<file path="config.mk">
export PLATFORM = sky130hd
export DESIGN_NAME = reg_bank_ctrl
export DESIGN_NICKNAME = d
export VERILOG_FILES = /design/src/rtl/reg_bank_pkg.sv /design/src/rtl/reg_bank_ctrl.sv
export SDC_FILE = /design/constraint.sdc
export NUM_CORES = 1
export LEC_CHECK = 0
export ABC_AREA = 1
export BUFFER_PORTS_ARGS = -buffer_cell sky130_fd_sc_hd__buf_2
export CORE_MARGIN = 5
export CORE_UTILIZATION = 50
export CTS_CLUSTER_SIZE = 12
export DETAILED_ROUTE_END_ITERATION = 10
export PLACE_DENSITY_LB_ADDON = 0.08
export SLEW_MARGIN = 10
export SYNTH_ARGS = -nofsm -noshare
export SYNTH_HDL_FRONTEND = slang
export SYNTH_SLANG_ARGS = --single-unit
</file>
<file path="constraint.sdc">
create_clock -name clk -period 2.79 [get_ports clk]
set_input_delay 0.558 -clock clk [delete_from_list [all_inputs] [get_ports clk]]
set_output_delay 0.558 -clock clk [all_outputs]
set_load 0.02 [all_outputs]
</file>
<file path="src/rtl/reg_bank_pkg.sv">
// Shared definitions for the register-bank port controller: state encoding and
// default geometry.
package reg_bank_pkg;

  localparam int STATE_W      = 3;
  localparam int DEF_BITS     = 8;
  localparam int DEF_REG_BITS = 8;
  localparam int DEF_REG_SIZE = 2;

  localparam logic [STATE_W-1:0] IDLE     = 3'd0;
  localparam logic [STATE_W-1:0] WRITE    = 3'd1;
  localparam logic [STATE_W-1:0] RD_ISSUE = 3'd2;
  localparam logic [STATE_W-1:0] RD_CAPT  = 3'd3;
  localparam logic [STATE_W-1:0] RESP     = 3'd4;

  typedef enum logic [STATE_W-1:0] {
    ST_IDLE     = IDLE,
    ST_WRITE    = WRITE,
    ST_RD_ISSUE = RD_ISSUE,
    ST_RD_CAPT  = RD_CAPT,
    ST_RESP     = RESP
  } state_t;

endpackage

</file>
<file path="src/rtl/reg_bank_ctrl.sv">
// Initiator-side controller serialising writebacks and operand reads onto the
// register bank's single-cycle port. Optional macro REDUX_ZERO_REG_EN hardwires register 0 to zero.
module reg_bank_ctrl
  import reg_bank_pkg::*;
#(
  parameter int BITS     = DEF_BITS,
  parameter int REG_BITS = DEF_REG_BITS,
  parameter int REG_SIZE = DEF_REG_SIZE
) (
  input  logic                clk,
  input  logic                rst_n,
  input  logic                rd_valid,
  output logic                rd_ready,
  input  logic [REG_BITS-1:0] rd_addr_a,
  input  logic [REG_BITS-1:0] rd_addr_b,
  output logic                rsp_valid,
  input  logic                rsp_ready,
  output logic [BITS-1:0]     rsp_data_a,
  output logic [BITS-1:0]     rsp_data_b,
  input  logic                wb_valid,
  output logic                wb_ready,
  input  logic [REG_BITS-1:0] wb_addr,
  input  logic [BITS-1:0]     wb_data,
  output logic                rb_write_enable,
  output logic [REG_BITS-1:0] rb_address_a,
  output logic [REG_BITS-1:0] rb_address_b,
  output logic [REG_BITS-1:0] rb_write_address,
  output logic [BITS-1:0]     rb_write_data,
  input  logic [BITS-1:0]     rb_data_a,
  input  logic [BITS-1:0]     rb_data_b
);

  // Handshakes: a request transfers on the rising edge where valid && ready.
  // Ready is only offered in IDLE, and writeback wins a tie so a read that
  // waits behind it always observes the freshly written value.

  state_t state;
  logic   ok_a;
  logic   ok_b;
  logic   idle;

  // True when the address maps onto a real, writable/readable register.
  function automatic logic addr_ok(input logic [REG_BITS-1:0] addr);
    logic ok;
    ok = (32'(addr) < 32'(REG_SIZE));
`ifdef REDUX_ZERO_REG_EN
    if (addr == '0) ok = 1'b0;
`endif
    return ok;
  endfunction

  // rst_n gating keeps the readies low while reset is asserted.
  assign idle     = (state == ST_IDLE) && rst_n;
  assign wb_ready = idle && wb_valid;
  assign rd_ready = idle && rd_valid && !wb_valid;

  always_ff @(posedge clk or negedge rst_n) begin
    if (!rst_n) begin
      state            <= ST_IDLE;
      ok_a             <= 1'b0;
      ok_b             <= 1'b0;
      rsp_valid        <= 1'b0;
      rsp_data_a       <= '0;
      rsp_data_b       <= '0;
      rb_write_enable  <= 1'b0;
      rb_address_a     <= '0;
      rb_address_b     <= '0;
      rb_write_address <= '0;
      rb_write_data    <= '0;
    end else begin
      case (state)
        ST_IDLE: begin
          if (wb_valid) begin
            rb_write_address <= wb_addr;
            rb_write_data    <= wb_data;
            rb_write_enable  <= addr_ok(wb_addr);
            state            <= ST_WRITE;
          end else if (rd_valid) begin
            rb_address_a <= rd_addr_a;
            rb_address_b <= rd_addr_b;
            ok_a         <= addr_ok(rd_addr_a);
            ok_b         <= addr_ok(rd_addr_b);
            state        <= ST_RD_ISSUE;
          end
        end
        ST_WRITE: begin
          rb_write_enable <= 1'b0;
          state           <= ST_IDLE;
        end
        // Bank samples the read addresses at the edge leaving this state.
        ST_RD_ISSUE: begin
          state <= ST_RD_CAPT;
        end
        ST_RD_CAPT: begin
          rsp_data_a <= ok_a ? rb_data_a : '0;
          rsp_data_b <= ok_b ? rb_data_b : '0;
          rsp_valid  <= 1'b1;
          state      <= ST_RESP;
        end
        ST_RESP: begin
          if (rsp_ready) begin
            rsp_valid <= 1'b0;
            state     <= ST_IDLE;
          end
        end
        default: begin
          rsp_valid       <= 1'b0;
          rb_write_enable <= 1'b0;
          state           <= ST_IDLE;
        end
      endcase
    end
  end

endmodule
</file>
==> results by group <==
GRT
  • Largest net degree at the start of global routing: 56
  • Grt ovf: 0
  • Vias in the first global route: ~1900
  • Initial antenna violation count: 0
  • First-pass GRT wire length: 8840 um
  • Gr usage total: 0.178

Drt
  • Highest metal used: met4
  • Vias per cell: 4.79
  • Met3 Wirelength: ~490 um
  • Met1 wire length: around 2400 um
  • Routed Wire Length: 5280 um
  • DRC violations left: 0
  • Met2 wire length: approximately 2400 um
  • Post-route ant nets: 0
  • Via count: between 1500 and 2000
  • DR WL/cell: roughly 13 um
  • First DRT Iteration DRCs: 110
  • DRT Pass-1 Iters: 5

Clock network
  • Setup Fix Bufs, Post-CTS: 0
  • Clk sinks: 55
  • Clock-pin transition on the worst setup and hold timing paths: around 0.10 ns
  • CTS tree: done
  • CTS max path bufs: 2
  • Hold-fix buffers, CTS: 0
  • TritonCTS Buffers: 5
  • Worst-skew pair later-pin latency: ~0.31 ns
  • Post_cts resized: 0
  • Root Buffer: clkbuf_8
  • H-tree depth: 2

Place
  • Global placement routability congestion: 0.760
  • Count of buffers inserted at the top-level ports: about 100
  • Hpwl dp: 3820 um

Power
  • PnR Total Power: between 2 and 3 mW
  • Pleak: between 1.5 and 2 nW
  • Max VDD drop: about 520 uV
  • Power density over cell area: roughly 1000 nW/um^2

Yosys
  • Syn Area/Cell: around 8.9 um^2
  • Sequential area share after synthesis: 0.598
  • Synthesis warning total: 0
  • Count of cell types in the netlist: 20
  • Synthesized instance count: about 260
  • Synth Cell Area: 2300 um^2
  • Yosys reg bits: 55
  • Syn Nets: around 310

Worst setup path
  • Crit-path cells: nor3_4, buf_4, nand2_4, nor2_2, buf_2
  • Slowest cell delay on critical path: roughly 0.50 ns
  • Setup crit start kind: flip-flop
  • Critical path data required time: roughly 2.2 ns
  • CP endpoint kind: output port
  • R2R Setup Slk: 1.35 ns
  • CP max stage cell: dfrtp_1
  • Worst-path fanout max: 19
  • Crit path kind: flip-flop to output port
  • Crit path arrival time: about 1.7 ns

Timing
  • Setup TNS: 0 ns
  • Final period util: 0.809
  • Hold Vio Cnt, Final: 0
  • # setup viols final: 0
  • Final hold slack: between 0.4 and 0.5 ns
  • Clock Skew: around 0.008 ns
  • F_max: 443 MHz
  • Slew @ Worst Pin: ~0.68 ns
  • RSZ-0062 raised after global routing: false
  • Slew Limit Fails: 0
  • Tmin final: approximately 2.3 ns
  • Worst slew margin: 0.547

Cells and area
  • Commonest non-fill, non-tap cell in the layout: nand2_1
  • Most frequent cells in the layout: nand2_1, buf_2, dfrtp_1
  • Multi-input gate area: ~800 um^2
  • Nets: slightly above 400
  • Storage cell area: 1380 um^2
  • Ratio of cells with drive above 1 in the final layout: 0.347
  • Final core occ: 0.659
  • Area grow syn2layout: 26.4%
  • Diode count: 0
  • # fillers: 407

Status
  • Outcome: complete, no violations

Floorplanning
  • Initial Util: 0.522
  • Core area: ~4400 um^2
  • Die Y: 77.9 um
  • Row cnt: 24
  • Die ar.: roughly 6100 um^2
  • IO Count: ~110
  • Die span in x: just under 80 um

Hold path
  • Hold Crit Class: input pin to async pin

Run
  • Max-cap violations: 0
## metrics by stage
step | worst slack (ns) | cells | area (um^2)
final | 0.532 | 415 | 2910
after global routing | 0.398 | 415 | 2910
after CTS | 0.503 | 415 | 2910
after detailed placement | 0.787 | 407 | 2820
after global placement | 0.784 | 407 | 2820
after floorplan | 0.709 | 259 | 2300
## cell families (layout without fill, tap and decap cells)
group | after synthesis | after routing | synth area share
flip-flops | 55 | 55 | 0.598
AO/OA/AOI/OAI | 7 | 7 | 0.0168
buffers and inverters | 18 | 122 | 0.0538
AND/OR/NAND/NOR | 179 | 179 | 0.332
## sequential cells by signal (all words and copies together) (netlist names)
name,count
rsp_data_a,8
rb_address_b,8
rb_write_address,8
state,3
rsp_data_b,8
rb_write_data,8
rb_address_a,8
rsp_valid,1
ok_b,1
ok_a,1
rb_write_enable,1
## synth_stat cells, drive strengths merged
| cell type | n | area (um^2) |
|---|---|---|
| a21oi | 2 | 10.0 |
| buf | 9 | 90.1 |
| clkbuf | 3 | 11.3 |
| dfrtp | 55 | 1380 |
| inv | 6 | 22.5 |
| nand2 | 125 | 479 |
| nand3 | 34 | 170 |
| nand3b | 1 | 7.51 |
| nor2 | 16 | 80.1 |
| nor3 | 3 | 26.3 |
| o21ai | 5 | 28.8 |
## final cells by class
cell class	instances	area share
Sequential cell	55	0.473
Multi-Input combinational cell	186	0.276
Timing Repair Buffer	108	0.189
Clock buffer	5	0.0237
Tap cell	52	0.0224
Clock inverter	3	0.00817
Inverter	6	0.00774
## power by group
part | internal, mW | switching (mW)
logic | 0.403 | 0.814
registers | 1.07 | 0.172
clock network | 0.180 | 0.267
total | 1.66 | 1.25
## worst max-delay path, delay by kind of cell, from the launching register on
family | cells | cell delay, ns
flip-flops | 1 | 0.50
AND/OR/NAND/NOR | 3 | 0.48
buffers and inverters | 2 | 0.40
## layer usage
metal,global-route usage,vias to the layer above
met5,0,-
met4,0.0447,0
met3,0.0660,5
met2,0.272,69
met1,0.242,895
li1,-,1020
## final timing paths
path	from	to	cells past startpoint
worst max register to register	state[1]	rsp_data_b[0]	5
worst min register to register	rb_address_a[2]	rb_address_a[2]	2
worst min-delay path	rst_n	rb_address_b[2]	2
max in group asynchronous	rst_n	rsp_data_b[3]	2
worst max-delay path	state[2]	wb_ready	5
min in group clk	rd_addr_b[0]	rb_address_b[0]	3
Power figures use the tool's default switching activity.
